### src/rtl/mfi_check_pkg.sv
// Shared types and width helpers for the MFI register-tracking checker.
package mfi_check_pkg;

    typedef enum logic [1:0] {
        ST_IDLE  = 2'd0,
        ST_TRACK = 2'd1,
        ST_DONE  = 2'd2,
        ST_FAIL  = 2'd3
    } state_t;

    typedef enum logic [1:0] {
        CAUSE_NONE  = 2'd0,
        CAUSE_GAP   = 2'd1,
        CAUSE_ORDER = 2'd2,
        CAUSE_RDATA = 2'd3
    } fail_cause_t;

    // Source operands per retired instruction.
    localparam int NSRC = 3;

    // Index width that never collapses to zero bits.
    function automatic int idx_w(input int n);
        return (n > 1) ? $clog2(n) : 1;
    endfunction

endpackage

### src/rtl/mfi_shadow_rf.sv
// Shadow register file: NRET ordered write ports, NSRC*NRET bypassed read ports.
// Latency: reads combinational (incl. same-cycle bypass from lower channels), writes visible next cycle.
// Backpressure: none; every write/read is accepted every cycle.
module mfi_shadow_rf
    import mfi_check_pkg::*;
#(
    parameter int NRET  = 2,
    parameter int XLEN  = 32,
    parameter int NREGS = 16,
    localparam int AW   = idx_w(NREGS)
) (
    input  logic                          clock,
    input  logic                          reset,
    input  logic                          clear,
    input  logic [NRET-1:0]               wr_en,
    input  logic [NRET*AW-1:0]            wr_addr,
    input  logic [NRET*XLEN-1:0]          wr_data,
    input  logic [NSRC*NRET*AW-1:0]       rd_addr,
    output logic [NSRC*NRET*XLEN-1:0]     rd_data,
    output logic [NSRC*NRET-1:0]          rd_hit
);

    logic [XLEN-1:0]  mem [NREGS];
    logic [NREGS-1:0] vld;

    // Ascending loop order makes the highest channel win on a same-register collision.
    always_ff @(posedge clock) begin
        if (!reset || clear) begin
            vld <= '0;
        end else begin
            for (int j = 0; j < NRET; j++) begin
                if (wr_en[j]) begin
                    vld[wr_addr[j*AW +: AW]] <= 1'b1;
                    mem[wr_addr[j*AW +: AW]] <= wr_data[j*XLEN +: XLEN];
                end
            end
        end
    end

    // Port p belongs to channel p/NSRC and sees writes from all lower channels.
    always_comb begin
        rd_data = '0;
        rd_hit  = '0;
        for (int p = 0; p < NSRC*NRET; p++) begin
            rd_hit[p]               = vld[rd_addr[p*AW +: AW]];
            rd_data[p*XLEN +: XLEN] = mem[rd_addr[p*AW +: AW]];
            for (int j = 0; j < NRET; j++) begin
                if (j < p/NSRC && wr_en[j] && wr_addr[j*AW +: AW] == rd_addr[p*AW +: AW]) begin
                    rd_hit[p]               = 1'b1;
                    rd_data[p*XLEN +: XLEN] = wr_data[j*XLEN +: XLEN];
                end
            end
        end
    end

endmodule

### src/rtl/mfi_reg_track_check.sv
// Cross-instruction register/order consistency checker on the MFI retirement interface.
// Latency: verdict and counters registered, one cycle after the retirement.
// Backpressure: none; observes every retirement, terminal in DONE/FAIL until reset.
module mfi_reg_track_check
    import mfi_check_pkg::*;
#(
    parameter int NRET    = 2,
    parameter int XLEN    = 32,
    parameter int NREGS   = 16,
    parameter int PC_REG  = 15,
    parameter int ORDER_W = 64,
    parameter int DEPTH   = 32,
    localparam int AW     = idx_w(NREGS),
    localparam int CW     = idx_w(NRET),
    localparam int CNT_W  = $clog2(DEPTH+1)
) (
    input  logic                    clock,
    input  logic                    reset,
    input  logic                    check_en,
    input  logic [NRET-1:0]         mfi_valid,
    input  logic [NRET*ORDER_W-1:0] mfi_order,
    input  logic [NRET-1:0]         mfi_trap,
    input  logic [NRET*AW-1:0]      mfi_src1_addr,
    input  logic [NRET*AW-1:0]      mfi_src2_addr,
    input  logic [NRET*AW-1:0]      mfi_src3_addr,
    input  logic [NRET*XLEN-1:0]    mfi_src1_rdata,
    input  logic [NRET*XLEN-1:0]    mfi_src2_rdata,
    input  logic [NRET*XLEN-1:0]    mfi_src3_rdata,
    input  logic [NRET*AW-1:0]      mfi_dest_addr,
    input  logic [NRET*XLEN-1:0]    mfi_dest_wdata,
    output logic                    busy,
    output logic                    done,
    output logic                    fail,
    output logic [1:0]              fail_cause,
    output logic [CW-1:0]           fail_chan,
    output logic [CNT_W-1:0]        retired_cnt
);

    state_t               state_q, state_d;
    logic                 first_q, first_d;
    logic [ORDER_W-1:0]   exp_q, exp_d, exp_base;
    logic [CNT_W-1:0]     cnt_q, cnt_d;
    logic                 done_q, done_d, fail_q, fail_d;
    fail_cause_t          cause_q, cause_d, chk_cause, ch_cause;
    logic [CW-1:0]        chan_q, chan_d, chk_chan;
    logic                 chk_fail, prev_vld;
    logic [CNT_W:0]       nvalid, cnt_sum;

    logic [NRET-1:0]             wr_en;
    logic [NSRC*NRET*AW-1:0]     rd_addr;
    logic [NSRC*NRET*XLEN-1:0]   rd_data, src_rdata;
    logic [NSRC*NRET-1:0]        rd_hit;

    always_comb begin
        rd_addr   = '0;
        src_rdata = '0;
        wr_en     = '0;
        for (int k = 0; k < NRET; k++) begin
            rd_addr[(k*NSRC+0)*AW +: AW]     = mfi_src1_addr[k*AW +: AW];
            rd_addr[(k*NSRC+1)*AW +: AW]     = mfi_src2_addr[k*AW +: AW];
            rd_addr[(k*NSRC+2)*AW +: AW]     = mfi_src3_addr[k*AW +: AW];
            src_rdata[(k*NSRC+0)*XLEN +: XLEN] = mfi_src1_rdata[k*XLEN +: XLEN];
            src_rdata[(k*NSRC+1)*XLEN +: XLEN] = mfi_src2_rdata[k*XLEN +: XLEN];
            src_rdata[(k*NSRC+2)*XLEN +: XLEN] = mfi_src3_rdata[k*XLEN +: XLEN];
            wr_en[k] = (state_q == ST_TRACK) && mfi_valid[k] && !mfi_trap[k] &&
                       (mfi_dest_addr[k*AW +: AW] != AW'(PC_REG));
        end
    end

    mfi_shadow_rf #(.NRET(NRET), .XLEN(XLEN), .NREGS(NREGS)) u_shadow (
        .clock   (clock),
        .reset   (reset),
        .clear   (state_q == ST_IDLE),
        .wr_en   (wr_en),
        .wr_addr (mfi_dest_addr),
        .wr_data (mfi_dest_wdata),
        .rd_addr (rd_addr),
        .rd_data (rd_data),
        .rd_hit  (rd_hit)
    );

    // Per-channel verdict; the lowest failing channel is the one reported.
    always_comb begin
        chk_fail  = 1'b0;
        chk_cause = CAUSE_NONE;
        chk_chan  = '0;
        prev_vld  = 1'b1;
        exp_base  = first_q ? exp_q : mfi_order[ORDER_W-1:0];
        for (int k = 0; k < NRET; k++) begin
            ch_cause = CAUSE_NONE;
            if (mfi_valid[k]) begin
                if (!prev_vld) begin
                    ch_cause = CAUSE_GAP;
                end else if (first_q && mfi_order[k*ORDER_W +: ORDER_W] != exp_base + ORDER_W'(k)) begin
                    ch_cause = CAUSE_ORDER;
                end else begin
                    for (int s = 0; s < NSRC; s++) begin
                        if (rd_hit[k*NSRC+s] && rd_addr[(k*NSRC+s)*AW +: AW] != AW'(PC_REG) &&
                            rd_data[(k*NSRC+s)*XLEN +: XLEN] != src_rdata[(k*NSRC+s)*XLEN +: XLEN])
                            ch_cause = CAUSE_RDATA;
                    end
                end
            end
            if (ch_cause != CAUSE_NONE && !chk_fail) begin
                chk_fail  = 1'b1;
                chk_cause = ch_cause;
                chk_chan  = CW'(k);
            end
            prev_vld = mfi_valid[k];
        end
    end

    always_comb begin
        state_d = state_q;
        first_d = first_q;
        exp_d   = exp_q;
        cnt_d   = cnt_q;
        done_d  = done_q;
        fail_d  = fail_q;
        cause_d = cause_q;
        chan_d  = chan_q;
        nvalid  = (CNT_W+1)'($countones(mfi_valid));
        cnt_sum = {1'b0, cnt_q} + nvalid;
        case (state_q)
            ST_IDLE: begin
                first_d = 1'b0;
                exp_d   = '0;
                if (check_en) state_d = ST_TRACK;
            end
            ST_TRACK: begin
                if (chk_fail) begin
                    state_d = ST_FAIL;
                    fail_d  = 1'b1;
                    cause_d = chk_cause;
                    chan_d  = chk_chan;
                end else begin
                    if (nvalid != '0) begin
                        first_d = 1'b1;
                        exp_d   = exp_base + ORDER_W'(nvalid);
                    end
                    if (cnt_sum >= (CNT_W+1)'(DEPTH)) begin
                        cnt_d   = CNT_W'(DEPTH);
                        done_d  = 1'b1;
                        state_d = ST_DONE;
                    end else begin
                        cnt_d = cnt_sum[CNT_W-1:0];
                    end
                end
            end
            default: ;
        endcase
    end

    always_ff @(posedge clock) begin
        if (!reset) begin
            state_q <= ST_IDLE;
            first_q <= 1'b0;
            exp_q   <= '0;
            cnt_q   <= '0;
            done_q  <= 1'b0;
            fail_q  <= 1'b0;
            cause_q <= CAUSE_NONE;
            chan_q  <= '0;
        end else begin
            state_q <= state_d;
            first_q <= first_d;
            exp_q   <= exp_d;
            cnt_q   <= cnt_d;
            done_q  <= done_d;
            fail_q  <= fail_d;
            cause_q <= cause_d;
            chan_q  <= chan_d;
        end
    end

    assign busy        = (state_q == ST_TRACK);
    assign done        = done_q;
    assign fail        = fail_q;
    assign fail_cause  = cause_q;
    assign fail_chan   = chan_q;
    assign retired_cnt = cnt_q;

`ifdef FORMAL
    always @(posedge clock) begin
        if (reset) begin
            assert (!fail_q);
            cover (done_q);
            cover (state_q == ST_TRACK && &mfi_valid);
        end
    end
`endif

endmodule

### config.mk
export PLATFORM = sky130hd
export DESIGN_NAME = mfi_reg_track_check
export DESIGN_NICKNAME = d
export VERILOG_FILES = /design/src/rtl/mfi_check_pkg.sv /design/src/rtl/mfi_shadow_rf.sv /design/src/rtl/mfi_reg_track_check.sv
export SDC_FILE = /design/constraint.sdc
export NUM_CORES = 2
export LEC_CHECK = 0
export CAP_MARGIN = 0
export CORE_UTILIZATION = 30
export DETAILED_ROUTE_END_ITERATION = 7
export HOLD_SLACK_MARGIN = 0.05
export PLACE_DENSITY_LB_ADDON = 0.2
export REMOVE_ABC_BUFFERS = 1
export SYNTH_ARGS = -nofsm -noshare
export SYNTH_HDL_FRONTEND = slang
export SYNTH_SLANG_ARGS = --single-unit
### constraint.sdc
create_clock -name clock -period 10.1 [get_ports clock]
set_clock_uncertainty 0.05 [all_clocks]
set_input_delay 2.525 -clock clock [delete_from_list [all_inputs] [get_ports clock]]
set_output_delay 2.525 -clock clock [all_outputs]
set_load 0.05 [all_outputs]
==> reports/qor.json <==
{
  "status": {
    "status": "complete, but fails checks",
    "violations": "design-rule violations"
  },
  "detailed_routing": {
    "detail_route.iter0.violations": 8406,
    "via_per_inst": 6.79,
    "vias": 55500,
    "drt_drc_violations_left": 10,
    "drt-total-wl_mm": 380,
    "dr.pass1.iters": 8,
    "drt.antenna.violating_nets": 0,
    "post_detailed_route_wirelength_per_cell_um": 46.4
  },
  "clock_network": {
    "cts-resized-gates": 0,
    "post_cts_hold_buffer_count": 0,
    "clock_sinks": 606,
    "ctsHtreeMaxLevel": 3,
    "clock_tree.buffer_depth": 3,
    "clock_latency_of_the_later_clocked_register_in_the_worst_skew_pair_ns": 0.80,
    "clock_root_buffer": "clkbuf_16",
    "tritoncts_clock_tree": "done",
    "cts-buffers-inserted": 80,
    "clkSlewWorstSetupHoldPaths_ns": 0.06,
    "cts.repair_timing.setup_buffer_count": 0
  },
  "sta": {
    "max_slew.worst_pin.slew_ns": 1.46,
    "setup_repair_after_global_routing_missed_its_margin": "no",
    "setup_total_negative_slack_ns": 0,
    "fin_crit_sh_pct": 80.9,
    "setup_slack_ns": 1.93,
    "final_period_minus_worst_setup_slack_ns": 8.17,
    "finalMaxSlewViolations": 0,
    "fmax_mhz": 122,
    "final_setup_violating_endpoints": 0,
    "hold_viol_final": 0,
    "maxSlewHeadroom_pct": 2.57
  },
  "worst_setup_path": {
    "endpoint_kind_of_the_worst_setup_timing_path": "flop",
    "worst-path-max-fanout": 62,
    "worst_ep_arrival_time_ns": 8.80,
    "cp_num_buf_inv": 4,
    "worst_path_largest_cell_delay_ns": 0.82,
    "critPathRequiredTime_ns": 10.73,
    "critical_path.cell_chain": "clkdlybuf4s50_1 > buf_4 > and3b_2 > buf_4 > a22oi_1 > o211ai_1 > nor3_1 > or4_1 > o41ai_1 > nand4_1 > o31ai_4 > a31oi_4 > or2_1 > o31a_2 > buf_12 > a22o_1",
    "critical_path.top_delay_family": "compound AO/OA/AOI/OAI gates",
    "critical_path.most_common_cell": "buf_4",
    "worst-setup-path-type": "in -> reg",
    "critical_path.slowest_cell": "and3b_2",
    "worstSetupPathDepth": 16,
    "cp-start-kind": "input pin",
    "reg2reg_depth": 14
  },
  "power": {
    "pwr-share-seq_pct": 34.2,
    "pwr-share-comb_pct": 28.8,
    "p_sw_uw": 2850,
    "max-vdd-ir-drop_v": 0.000143,
    "p_per_area_mw_per_mm2": 115,
    "p_int_uw": 5340,
    "power.static_leakage_uw": 0.0237,
    "clock_network_power_share_pct": 37.0,
    "p_total_uw": 8190,
    "fraction_of_power_spent_switching_nets_pct": 34.8
  },
  "floorplanning": {
    "io_pins": 435,
    "floorplan.initialDensity_pct": 30.3,
    "coreArea_mm2": 0.201,
    "die_h_um": 452,
    "number_of_rows_created_at_floorplan": 164,
    "die_width_um": 452,
    "floorplan_die_area_mm2": 0.205
  },
  "yosys": {
    "yosysSeqAreaShare_pct": 28.4,
    "average_size_of_a_mapped_cell_um2": 11.8,
    "synthArstFlopShare_pct": 0,
    "yosys.cell_types.count": 99,
    "netlist_area_mm2": 0.0608,
    "synth.top_cells.by_area": "edfxtp_1, mux4_2, mux2_2",
    "synth-warning-count": 0,
    "netlist_instances": 5168,
    "synth_edf_count": 512,
    "synthFlopType": "edfxtp_1",
    "post-synth-top-area-cell": "edfxtp_1",
    "synth_top_area_share_pct": 25.3,
    "synth.ff_latch_count": 606
  },
  "placed_design": {
    "placement.io_buffers": 434,
    "dp_slack_ns": 1.34,
    "placed_area_mm2": 0.0686,
    "detailed_place_hpwl_mm": 284,
    "dp_cells": 8016,
    "gp_congestion": 1.10
  },
  "global_route": {
    "grt_pass1_wl_mm": 499,
    "global_route.usage.total_pct": 36.1,
    "vias_in_the_first_global_route": 52400,
    "grt_start_max_net_pins": 65,
    "antenna_violations_before_repair": 34,
    "grt_remaining_overflow": 0
  },
  "final_layout": {
    "post_layout_nonfiller_instances": 8178,
    "final_layout_size_suffix_gt1_share_pct": 29.4,
    "syn_to_final_growth_pct": 17.2,
    "num-nets-final": 5874,
    "fin_area_mm2": 0.0713,
    "mostFrequentLayoutCells": "mux4_2, mux2_2, mux2i_1, edfxtp_1, clkdlybuf4s50_1",
    "final_common_cell": "mux4_2"
  },
  "worst_hold_path": {
    "holdPathStages": 1,
    "hold_class": "reg -> reg"
  },
  "run": {
    "max_cap_violations": 0
  }
}
## power groups by stage
stage / combinational, uW / clock [uW] / sequential [uW]
finish: 2360 / 3030 / 2800
floorplan: 1000 / 0 / 2840
detailed placement: 2270 / 0 / 2850
CTS: 2280 / 3040 / 2800
global route: 2380 / 3120 / 2800
global placement: 2270 / 0 / 2850
## cells in the mapped netlist, types with 18 or more instances
cell / n
buf_4: 18
and3_1: 24
nor4_1: 75
nand4_1: 82
xnor2_1: 300
nand3_1: 106
dfxtp_1: 94
mux4_2: 626
buf_1: 90
nor2b_1: 43
nand3b_1: 46
o21ai_0: 131
mux2_2: 536
inv_1: 66
edfxtp_1: 512
nand2b_1: 32
buf_2: 98
or3_1: 34
a21oi_1: 69
a22o_1: 91
xor2_1: 227
a22oi_1: 92
mux2i_1: 534
nand2_1: 201
o22ai_1: 85
nand4b_1: 19
nor2_1: 153
a211oi_1: 18
a2111oi_0: 21
clkbuf_1: 282
nor3_1: 79
a221oi_1: 37
o211ai_1: 48
## routing by layer
metal	track usage, %	part of all wire, %	vias up
met5	0	0.044	-
met4	22.9	7.6	24
met3	10.0	11	913
met2	53.5	43	4280
met1	46.3	39	28900
li1	-	-	21400
## final timing paths
| path | slack (ns) | from | end |
|---|---|---|---|
| worst max register to register | 3.13 | first_q | exp_q[6] |
| worst min register to register | 0.43 | fail | fail |
| worst min-delay path | 0.43 | fail | fail |
| worst max-delay path | 1.93 | mfi_src1_addr[7] | exp_q[6] |
## cell families after synthesis
family,after synthesis,synth area share (%)
mux,1697,41.9
fa+ha+maj,9,0.210
flops,606,28.4
simple gates,985,8.74
compound gates,773,9.22
xor+xnor,527,7.59
buf+inv,570,3.98
other cells,1,0.00616
## metrics by stage
step                      util, %  hold slack [ns]
after floorplan                 -            0.409
after global placement       34.2            0.414
after detailed placement     34.2            0.420
after CTS                    35.5            0.432
after global routing         35.5            0.457
final                        35.5            0.428
## final cells by class
class                   count  area [um^2]
well taps                2656         3320
diodes                     17         42.5
clock buffers              97         2160
multi-input cells        4023        41600
fillers                 19800       129000
flip-flops and latches    606        17300
clock inverters            48          499
repair buffers            661         6190
inverters                  70          263
## registers in the layout (all words and copies together), names as in the netlist
register and count:
first_q 1, state_q 2, done 1, retired_cnt 6, u_shadow.mem 512, exp_q 64, u_shadow.vld 16, fail 1
fail_cause 2, fail_chan 1
Power figures use the tool's default switching activity.
